`config.mk`:
```
export PLATFORM = sky130hd
export DESIGN_NAME = axi_sram_slave
export DESIGN_NICKNAME = d
export VERILOG_FILES = /design/src/rtl/axi_sram_slave.sv
export SDC_FILE = /design/constraint.sdc
export NUM_CORES = 1
export LEC_CHECK = 0
export ABC_AREA = 1
export CORE_ASPECT_RATIO = 0.6
export CORE_MARGIN = 4
export CORE_UTILIZATION = 35
export CTS_CLUSTER_SIZE = 30
export DETAILED_ROUTE_END_ITERATION = 8
export GPL_ROUTABILITY_DRIVEN = 0
export PLACE_DENSITY = 0.83
export SYNTH_ARGS = -nofsm -noshare
export SYNTH_HDL_FRONTEND = slang
export SYNTH_SLANG_ARGS = --single-unit
```
`constraint.sdc`:
```
create_clock -name clk -period 2.1 [get_ports clk]
set_input_delay 0.21 -clock clk [delete_from_list [all_inputs] [get_ports clk]]
set_output_delay 0.21 -clock clk [all_outputs]
set_load 0.05 [all_outputs]
```
`src/rtl/axi_sram_slave.sv`:
```
// AXI4 slave bridging one transaction at a time onto a single-port synchronous SRAM.
// Supports FIXED/INCR/WRAP bursts up to 16 beats with 4-byte beats.
module axi_sram_slave #(
    parameter int ID_W    = 8,
    parameter int ADDR_W  = 32,
    parameter int DATA_W  = 32,
    parameter int SRAM_AW = 14
) (
    input  logic                clk,
    input  logic                rst,
    input  logic [ID_W-1:0]     AWID,
    input  logic [ADDR_W-1:0]   AWADDR,
    input  logic [3:0]          AWLEN,
    input  logic [2:0]          AWSIZE,
    input  logic [1:0]          AWBURST,
    input  logic                AWVALID,
    output logic                AWREADY,
    input  logic [DATA_W-1:0]   WDATA,
    input  logic [DATA_W/8-1:0] WSTRB,
    input  logic                WLAST,
    input  logic                WVALID,
    output logic                WREADY,
    output logic [ID_W-1:0]     BID,
    output logic [1:0]          BRESP,
    output logic                BVALID,
    input  logic                BREADY,
    input  logic [ID_W-1:0]     ARID,
    input  logic [ADDR_W-1:0]   ARADDR,
    input  logic [3:0]          ARLEN,
    input  logic [2:0]          ARSIZE,
    input  logic [1:0]          ARBURST,
    input  logic                ARVALID,
    output logic                ARREADY,
    output logic [ID_W-1:0]     RID,
    output logic [DATA_W-1:0]   RDATA,
    output logic [1:0]          RRESP,
    output logic                RLAST,
    output logic                RVALID,
    input  logic                RREADY,
    output logic                sram_ceb,
    output logic                sram_web,
    output logic [DATA_W-1:0]   sram_bweb,
    output logic [SRAM_AW-1:0]  sram_a,
    output logic [DATA_W-1:0]   sram_di,
    input  logic [DATA_W-1:0]   sram_do
);

    typedef enum logic [1:0] {IDLE, READ, WRITE, RESP} state_e;

    state_e              state_q, state_d;
    logic [ID_W-1:0]     id_q, id_d;
    logic [SRAM_AW-1:0]  addr_q, addr_d;
    logic [3:0]          len_q, len_d;
    logic [1:0]          burst_q, burst_d;
    logic [4:0]          beat_q, beat_d;
    logic [1:0]          bresp_q, bresp_d;

    logic [SRAM_AW-1:0]  nxt_addr;
    logic [4:0]          beat_inc;
    logic                beat_last;

    // Size and out-of-window address bits are decoded upstream.
    logic unused_ok;
    assign unused_ok = ^{AWSIZE, ARSIZE, AWADDR[1:0], ARADDR[1:0],
                         AWADDR[ADDR_W-1:SRAM_AW+2], ARADDR[ADDR_W-1:SRAM_AW+2]};

    function automatic logic [SRAM_AW-1:0] next_addr(input logic [SRAM_AW-1:0] a,
                                                     input logic [3:0] len,
                                                     input logic [1:0] bu);
        logic [SRAM_AW-1:0] inc, mask, res;
        inc  = a + {{(SRAM_AW-1){1'b0}}, 1'b1};
        mask = {{(SRAM_AW-4){1'b0}}, len};
        res  = inc;
        if (bu == 2'b00)
            res = a;
        else if (bu == 2'b10 && (len == 4'd1 || len == 4'd3 || len == 4'd7 || len == 4'd15))
            res = (a & ~mask) | (inc & mask);
        return res;
    endfunction

    assign nxt_addr  = next_addr(addr_q, len_q, burst_q);
    // Saturate so overlong write bursts never alias back onto len.
    assign beat_inc  = beat_q[4] ? beat_q : beat_q + 5'd1;
    assign beat_last = (beat_q == {1'b0, len_q});

    assign BID   = id_q;
    assign RID   = id_q;
    assign BRESP = bresp_q;
    assign RRESP = 2'b00;
    assign RDATA = sram_do;

    always_comb begin
        state_d   = state_q;
        id_d      = id_q;
        addr_d    = addr_q;
        len_d     = len_q;
        burst_d   = burst_q;
        beat_d    = beat_q;
        bresp_d   = bresp_q;
        AWREADY   = 1'b0;
        ARREADY   = 1'b0;
        WREADY    = 1'b0;
        RVALID    = 1'b0;
        RLAST     = 1'b0;
        BVALID    = 1'b0;
        sram_ceb  = 1'b1;
        sram_web  = 1'b1;
        sram_bweb = '1;
        sram_a    = addr_q;
        sram_di   = WDATA;
        if (!rst) begin
            case (state_q)
                IDLE: begin
                    AWREADY = 1'b1;
                    ARREADY = ~AWVALID;
                    if (AWVALID) begin
                        id_d    = AWID;
                        addr_d  = AWADDR[SRAM_AW+1:2];
                        len_d   = AWLEN;
                        burst_d = AWBURST;
                        beat_d  = '0;
                        state_d = WRITE;
                    end else if (ARVALID) begin
                        id_d     = ARID;
                        addr_d   = ARADDR[SRAM_AW+1:2];
                        len_d    = ARLEN;
                        burst_d  = ARBURST;
                        beat_d   = '0;
                        sram_ceb = 1'b0;
                        sram_a   = ARADDR[SRAM_AW+1:2];
                        state_d  = READ;
                    end
                end
                READ: begin
                    RVALID   = 1'b1;
                    RLAST    = beat_last;
                    sram_ceb = 1'b0;
                    // Re-reading the current word while stalled keeps sram_do stable.
                    if (RREADY) begin
                        if (beat_last) begin
                            sram_ceb = 1'b1;
                            state_d  = IDLE;
                        end else begin
                            sram_a = nxt_addr;
                            addr_d = nxt_addr;
                            beat_d = beat_inc;
                        end
                    end
                end
                WRITE: begin
                    WREADY = 1'b1;
                    if (WVALID) begin
                        sram_ceb = 1'b0;
                        sram_web = 1'b0;
                        for (int i = 0; i < DATA_W/8; i++)
                            sram_bweb[8*i +: 8] = {8{~WSTRB[i]}};
                        addr_d = nxt_addr;
                        beat_d = beat_inc;
                        if (WLAST) begin
                            bresp_d = beat_last ? 2'b00 : 2'b10;
                            state_d = RESP;
                        end
                    end
                end
                RESP: begin
                    BVALID = 1'b1;
                    if (BREADY) state_d = IDLE;
                end
                default: state_d = IDLE;
            endcase
        end
    end

    always_ff @(posedge clk or posedge rst) begin
        if (rst) begin
            state_q <= IDLE;
            id_q    <= '0;
            addr_q  <= '0;
            len_q   <= '0;
            burst_q <= '0;
            beat_q  <= '0;
            bresp_q <= '0;
        end else begin
            state_q <= state_d;
            id_q    <= id_d;
            addr_q  <= addr_d;
            len_q   <= len_d;
            burst_q <= burst_d;
            beat_q  <= beat_d;
            bresp_q <= bresp_d;
        end
    end

endmodule

```
==> flow_summary.toml, run 1 <==
[run_status]
failed_checks = "negative setup slack"
status = "finished with violations"

[timing]
worst_pin_slew_ns = 0.576
relSlewSlack_pct = 61.6
finalSetupViolations = 15
fmax_ghz = 0.445
fin_crit_sh_pct = 107
finalHoldViolations = 0
setup_slack_ns = -0.147
rsz0062_at_grt = "yes"
fin_skew_ns = 0.00773
final.min_clock_period_ns = 2.25
maxSlewViolCount = 0

[detailed_routing]
drc = 0
drtPass1Iterations = 5
viasPerCell = 5.17
routed_wl_um = 15200
vias = 4812
ant_nets = 0
routedWlPerCell_um = 16.3
drt_iter0_markers = 489

[clock_network]
cts_sinks = 36
hold_buffers = 0
cts_made_buffers = 5
clk_latency_ns = 0.29
clockBufferDepth = 2
clockRootBuffer = "clkbuf_16"
clk_pin_slew_ns = 0.06
cts_tree = "yes"
htree_levels = 2

[critical_path]
cpMostUsedCell = "nand2_2"
path_delay_family = "simple AND/OR/NAND/NOR gates"
critical_path_cell_count = 12
rr_startpoint = "burst_q[0]"
crit_start = "addr_q[0]"
crit_required_ns = 1.89
critPathMaxFanout = 4
max_stage_delay_ns = 0.39
worstPathArrival_ns = 2.04
cp-end-kind = "output port"
crit_path_cell_trace = "ha_2 > nand2_2 > nor2_4 > nand2_4 > nor2_4 > nand3_2 > nand2_2 > nand2_2 > nand2_2 > nand2_4 > o21ai_4 > buf_12"
endpoint = "sram_a[12]"
r2r_setup_slack_ns = -0.02
worst-path-buf-inv = 1
critPathLaunchType = "flop"
path_class = "reg -> out"
crit_slowest_cell = "dfrtp_1"
r2r-end = "addr_q[12]"
worstRegToRegCells = 17

[pwr]
leakage_nw = 3.16
p_per_area_nw_per_um2 = 1500
ir_drop_uv = 637

[global_route]
grt_pass1_vias = 4772
grt_pass1_wl_um = 23500
grt_max_degree = 37
track_usage_pct = 21.0
globalRouteOverflowTotal = 0
antenna_found_initial = 0

[synthesis]
synth_flop_cell = "dfrtp_1"
synth.most_common_cell = "nand2_1"
async_flop_share_pct = 100
synth_common_cells = "nand2_1 (197), buf_4 (105), inv_1 (68)"
synth_edf_count = 0
synth_area_sq_um = 4150
synth.area.top_cells = "dfrtp_1 (22%), buf_4 (19%), nand2_1 (18%), inv_1 (6.1%), a21oi_1 (4.3%)"
synth_cell_types = 33
syn_avg_cell_area_sq_um = 6.22
synth.top_cell.area_share_pct = 21.7
synthCells = 668
ys_seq_elements = 36
ys_seq_area_share_pct = 21.7
yosysTopAreaCell = "dfrtp_1"
synth_warnings = 0

[min_path]
min_path_type = "in -> out"
min_from = "sram_do[11]"

[floorplanning]
die_area_sq_um = 13700
fp.dieH_um = 92.4
rows = 30
die_w_um = 149
start_util_pct = 36.3
ios = 312
core_region_area_sq_um = 11400

[placed_design]
post-place-cells = 883
port_buffers = 138
dp_hpwl_um = 10800
dpl_cell_area_sq_um = 5840

[cells_and_area]
fillerInstances = 982
stdcell_area_sq_um = 6700
seq_area_sq_um = 910
multiInputGateArea_sq_um = 2510
antenna_cells = 0
drive_gt1_share_pct = 33.5
final_nets = 950
area_delta_synth_final_pct = 61.3
stdcell_count = 930

[job]
cap_violations = 0
## sequential cells by signal (all words and copies together) (netlist names)
| register | count |
|---|---|
| BID | 8 |
| BRESP | 1 |
| addr_q | 14 |
| beat_q | 5 |
| burst_q | 2 |
| len_q | 4 |
| state_q | 2 |
## per-stage QoR
stage	hold WS [ns]	setup WS, ns	total power [W]	setup TNS, ns	utilization [%]
global route	0.420	-0.219	0.0107	-2.53	58.5
floorplan	0.171	-0.168	0.00570	-3.74	-
CTS	0.420	-0.0922	0.00938	-0.510	55.6
global placement	0.420	0.0749	0.00761	0	51.0
finish	0.420	-0.147	0.0101	-1.14	58.5
detailed placement	0.420	0.0701	0.00774	0	51.0
## power breakdown
| part | internal (W) | switching, W | total (W) | leakage (nW) |
|---|---|---|---|---|
| Clock | 0.000801 | 0.000322 | 0.00112 | 0.104 |
| Sequential | 0.00103 | 0.000388 | 0.00141 | 0.427 |
| Combinational | 0.00306 | 0.00446 | 0.00752 | 2.63 |
## worst min path at each step
stage | to | depth (start not counted)
6_report | RDATA[11] | 0
5_1_grt | RDATA[9] | 0
4_1_cts | RDATA[17] | 0
3_5_place_dp | RDATA[17] | 0
3_3_place_gp | RDATA[17] | 0
2_1_floorplan | BID[0] | 1
## cells in the final DEF, fill, tap and decap left out, types with 3 or more instances in the layout
cell type	n
nand4_1	7
nor3_2	3
inv_2	12
o21ai_1	4
clkbuf_16	5
xnor2_1	3
conb_1	3
nor2_4	14
buf_4	66
nand3_1	29
nand2_4	5
nand2_2	21
nor2_1	37
dfrtp_1	29
a22oi_2	7
nand3_2	10
a21oi_2	10
o21ai_2	14
bufinv_16	3
o21ai_4	4
inv_1	60
a31oi_1	14
clkdlybuf4s50_1	84
nand2_1	172
buf_12	57
o21ai_0	26
a21oi_1	26
ha_1	4
buf_6	7
o211ai_1	5
dfrtp_2	7
## repair_timing
action                     CTS  global route
cloned                       1             0
setup buffers               23            15
resized for setup           38            59
pin swaps                   24            35
setup endpoints to repair   46            40
## area by class of cell
type / instances / area share [%]
Clock inverter: 3 / 1.34
Tap cell: 160 / 2.99
Clock buffer: 5 / 1.87
Timing Repair Buffer: 215 / 38.4
Inverter: 75 / 4.35
Multi-Input combinational cell: 436 / 37.5
Sequential cell: 36 / 13.6
## routing by layer
layer / global-route usage (%) / wire (um)
met3: 9.98 / 2470
met2: 31.8 / 6500
met4: 5.15 / 294
met1: 27.1 / 5920
met5: 0 / 0
## cells by family (layout without fill, tap and decap cells)
family | count (synthesis) | after routing | synth area share, %
AOI/OAI and AO/OA | 116 | 116 | 15.4
buffers and inverters | 199 | 298 | 27.9
other | 1 | 3 | 0.0903
xor gates and xnor gates | 3 | 3 | 0.633
DFF | 36 | 36 | 21.7
and+or+nand+nor | 305 | 306 | 31.8
adders and majority gates | 7 | 7 | 2.11
muxes | 1 | 1 | 0.271
Power figures use the tool's default switching activity.
==> run 2: changes to the inputs <==
- PLACE_DENSITY: 0.83 -> 0.89
==> run 2 against run 1 <==
The flow still finishes with violations (negative setup slack). Final cell count shrank 0.22%. Non-clock buffer count decreased by 2. Core utilization up 0.50 points. First-iteration DRC count fell by 0.20%. Largest power group unchanged.
==> flow_summary.toml, run 2 (synthesis gave the netlist of run 1 again) <==
[floorplanning]
core_region_area_sq_um = 11400
die_area_sq_um = 13700
rows = 30
start_util_pct = 36.3
ios = 312
die_w_um = 149
fp.dieH_um = 92.4

[detailed_routing]
ant_nets = 0
vias = 4973
drtPass1Iterations = 6
routedWlPerCell_um = 17.5
drc = 0
viasPerCell = 5.36
routed_wl_um = 16300
drt_iter0_markers = 488

[cells_and_area]
largest_reg_flops = 14
area_delta_synth_final_pct = 62.7
final_cell_mix = "nand2_1 (172), clkdlybuf4s50_1 (83), buf_12 (60), buf_4 (59), inv_1 (57)"
fillerInstances = 934
fin_util_pct = 59.0
antenna_cells = 0
final_nets = 948
stdcell_count = 928
drive_gt1_share_pct = 33.9
top_register = "addr_q"
final_common_cell = "nand2_1"

[pwr]
pwr-share-clk_pct = 7.9
ir_drop_uv = 447
intPower_w = 0.00468
p_comb_share_pct = 77.8
p_per_area_nw_per_um2 = 1490
p_seq_share_pct = 14.3
p_switching_w = 0.00539
leakage_nw = 3.15
p_sw_share_pct = 53.5

[timing]
fmax_ghz = 0.437
final.min_clock_period_ns = 2.29
setup_slack_ns = -0.188
fin_skew_ns = 0.00264
worst_pin_slew_ns = 0.587
relSlewSlack_pct = 60.8
rsz0062_at_grt = "yes"
fin_crit_sh_pct = 109
finalSetupViolations = 14
finalHoldViolations = 0
maxSlewViolCount = 0

[global_route]
busiest_layer = "met2"
grt_pass1_wl_um = 23900
gr-usage-met3_pct = 10.8
track_usage_pct = 21.3
grtUsageMet1_pct = 26.6
globalRouteOverflowTotal = 0
grt_pass1_vias = 4787
gr-usage-met2_pct = 33.3
antenna_found_initial = 0
grt_max_degree = 37

[clock_network]
clockBufferDepth = 2
htree_levels = 2
clk_pin_slew_ns = 0.06
clk_latency_ns = 0.29
cts_made_buffers = 5
cts_sinks = 36
clockRootBuffer = "clkbuf_16"
hold_buffers = 0
cts_tree = "yes"

[min_path]
min_path_type = "in -> async"

[placed_design]
dp_hpwl_um = 10800
post-place-cells = 883
port_buffers = 138

[run_status]
status = "finished with violations"
failed_checks = "negative setup slack"

[critical_path]
worstPathArrival_ns = 2.08
cp-end-kind = "output port"
crit_required_ns = 1.89
critPathMaxFanout = 3
critPathLaunchType = "flop"
path_class = "reg -> out"

[job]
cap_violations = 0
[run 2: cell count changes in the layout (fill, tap and decap cells not counted), moves of 5 or more]
cell     previous run  this run
a21oi_2            10         2
a21oi_4             0         6
a22oi_2             7         2
buf_4              66        59
a22oi_1             2         7
[run 2: area by class of cell]
| class | count | area (sq um) | share of cell area, % |
|---|---|---|---|
| repair buffers | 213 | 2620 | 38.8 |
| clock inverters | 1 | 7.51 | 0.111 |
| inverters | 75 | 308 | 4.55 |
| clock buffers | 7 | 143 | 2.11 |
| well taps | 160 | 200 | 2.96 |
| flip-flops and latches | 36 | 913 | 13.5 |
| multi-input cells | 436 | 2570 | 38.0 |
[run 2: stage by stage]
step / instance area, sq um / hold slack, ns / power [W] / setup slack (ns) / TNS [ns]
after floorplan: 4260 / 0.171 / 0.00570 / -0.168 / -3.74
after detailed placement: 5850 / 0.420 / 0.00777 / 0.0885 / 0
after global placement: 5850 / 0.420 / 0.00762 / 0.0936 / 0
after global routing: 6760 / 0.321 / 0.0106 / -0.266 / -2.49
after CTS: 6360 / 0.420 / 0.00922 / -0.0687 / -0.341
final: 6760 / 0.271 / 0.0101 / -0.188 / -1.30
[run 2: repair_timing]
item / in CTS / in global routing
resized for setup: 37 / 82
pin swaps: 18 / 39
buffers inserted: 26 / 10
endpoints found under the setup margin: 46 / 41
gates cloned: 2 / 1
[run 2: worst max-delay path, stage by stage, from the launching register on]
cell	delay (ns)
dfrtp_1	0.37
ha_2	0.20
nand2_2	0.07
nor2_4	0.11
nand2_2	0.09
nor2_4	0.19
buf_6	0.12
nand4_1	0.12
nand2_1	0.10
nand2_1	0.07
nand2_2	0.09
o21ai_4	0.08
buf_12	0.16
[run 2: power groups by stage]
stage	clock network (W)	registers (W)	logic (W)
5_1_grt	0.000836	0.00150	0.00829
4_1_cts	0.000805	0.00139	0.00703
2_1_floorplan	0	0.00164	0.00406
6_report	0.000795	0.00144	0.00784
3_3_place_gp	0	0.00138	0.00624
3_5_place_dp	0	0.00139	0.00638
[run 2: routing by layer]
metal,vias to the layer above,share of wire (%)
met5,-,0
met4,0,2.7
met3,57,16
met2,394,44
met1,2286,38
li1,2236,-
[run 2: path summary, 6_finish.rpt]
check                            start    endpoint  slack, ns  cells past startpoint
max                          addr_q[1]  sram_a[12]      -0.19                     12
min                                rst    BRESP[1]       0.27                      3
max reg2reg                 burst_q[1]   addr_q[1]       0.12                     12
min reg2reg                   BRESP[1]    BRESP[1]       0.52                      1
max in group asynchronous          rst  burst_q[1]       1.42                      3
min in group clk           sram_do[11]   RDATA[11]       0.42                      0
==> run 3: changes to the inputs <==
- CORE_MARGIN: 4 -> 2
- MAX_ROUTING_LAYER: unset -> met4
==> run 3 against run 2 <==
Maximum frequency is 2.9% lower. Critical endpoint is now sram_a[4]. Wire length down 2.2%. Design area rose by 0.39%. Global-route usage rose by 3.1 points. Flip-flop and latch count unchanged. The run still ends with negative setup slack left. Die area fell by 6.9%. Clock skew rose by 0.0046 ns. Non-clock buffer count is 9 higher. Register-to-register slack worse by 0.23 ns. Sequential share of layout area is 0.13 points lower. Core utilization is 0.23 points higher.
==> flow_summary.toml, run 3 (synthesis gave the netlist of run 1 again) <==
[timing]
fin_crit_sh_pct = 112
maxSlewViolCount = 0
relSlewSlack_pct = 63.7
setup_slack_ns = -0.256
finalSetupViolations = 15
worst_pin_slew_ns = 0.542
tns_ns = -1.62
fmax_ghz = 0.424
fin_skew_ns = 0.00719
rsz0062_at_grt = "yes"
final.min_clock_period_ns = 2.36
finalHoldViolations = 0

[detailed_routing]
drc = 0
drt_iter0_markers = 518
vias = 5033
routedWlPerCell_um = 17.0
routed_wl_um = 15900
drtPass1Iterations = 7
viasPerCell = 5.37
ant_nets = 0

[placed_design]
post-place-cells = 877
port_buffers = 138
dp_hpwl_um = 10400
pre_cts_ws_ns = 0.0313

[pwr]
fin_total_pwr_w = 0.00997
p_per_area_nw_per_um2 = 1470
leakage_nw = 3.20
ir_drop_uv = 469

[clock_network]
clk_pin_slew_ns = 0.06
clockRootBuffer = "clkbuf_16"
htree_levels = 2
cts_sinks = 36
clockBufferDepth = 2
cts_tree = "yes"
cts_made_buffers = 5
clk_latency_ns = 0.30

[floorplanning]
start_util_pct = 36.3
core_region_area_sq_um = 11400
fp.dieH_um = 88.4
die_w_um = 145
die_area_sq_um = 12800
rows = 30
ios = 312

[cells_and_area]
area_delta_synth_final_pct = 63.4
antenna_cells = 0
final_cell_mix = "nand2_1 (177), clkdlybuf4s50_1 (84), buf_4 (70), buf_12 (63), inv_1 (59)"
top_register = "addr_q"
largest_reg_flops = 14
drive_gt1_share_pct = 33.7
final_nets = 957
final_common_cell = "nand2_1"
stdcell_count = 937
fin_util_pct = 59.3

[global_route]
globalRouteOverflowTotal = 0
grt_max_degree = 37
track_usage_pct = 24.5
grt_pass1_vias = 4907
antenna_found_initial = 0
grt_pass1_wl_um = 23700

[critical_path]
worstRegToRegCells = 17
r2r_setup_slack_ns = -0.11
path_class = "reg -> out"
rr_startpoint = "addr_q[3]"
critPathMaxFanout = 6
cp-end-kind = "output port"
critPathLaunchType = "flop"
crit_required_ns = 1.89
r2r-end = "addr_q[11]"
worstPathArrival_ns = 2.15

[job]
cap_violations = 0

[run_status]
status = "finished with violations"
failed_checks = "negative setup slack"

[min_path]
min_to = "RDATA[11]"
min_path_type = "in -> out"
min_from = "sram_do[11]"
min_path_cells = 0
==> run 3: metrics by stage <==
stage / instance area [sq um] / hold WS [ns]
2_1_floorplan: 4260 / 0.171
3_3_place_gp: 5830 / 0.420
3_5_place_dp: 5830 / 0.420
4_1_cts: 6440 / 0.420
5_1_grt: 6780 / 0.420
6_report: 6780 / 0.420
==> run 3: worst max-delay path by stage <==
stage / from / end / slack (ns) / depth (start not counted)
2_1_floorplan: state_q[0] / sram_bweb[17] / -0.17 / 8
3_3_place_gp: rst / sram_a[6] / 0.08 / 8
3_5_place_dp: ARVALID / sram_a[0] / 0.03 / 8
4_1_cts: len_q[3] / sram_a[11] / -0.05 / 11
5_1_grt: len_q[2] / sram_a[4] / -0.28 / 10
6_report: len_q[2] / sram_a[4] / -0.26 / 10
==> run 3: area by class of cell <==
type | count | area (sq um)
inverter | 75 | 308
sequential | 36 | 908
clock inverter | 3 | 42.5
timing repair buffer | 222 | 2680
multi-input combinational | 436 | 2520
tap | 160 | 200
clock buffer | 5 | 125
fill | 923 | 4660
==> run 3: power by group <==
group	internal [W]	switching, W	total (W)
sequential	0.00102	0.000385	0.00141
clock	0.000558	0.000331	0.000889
combinational	0.00310	0.00457	0.00767
==> run 3: per-layer routing <==
metal	global-route usage (%)	share of wire, %	vias to the layer above
met5	-	0	-
met4	8.21	4.0	0
met3	9.25	13	76
met2	38.1	44	381
met1	29.3	39	2319
li1	-	-	2257
==> run 3: worst max-delay path: stages, from the launching register on <==
cell     delay (ns)
dfrtp_2        0.45
inv_1          0.11
nand2_2        0.06
nand2_2        0.07
nor2_4         0.07
nor2_2         0.33
nand3_1        0.18
nand2_1        0.15
o21ai_2        0.08
o21ai_2        0.18
buf_12         0.16
==> run 3: timing repair <==
item                       CTS  global route
setup endpoints to repair   46            48
gates cloned                 1             0
setup buffers               34            17
resized for setup           52            42
pin swaps                   25            20
hold buffers                 0             0
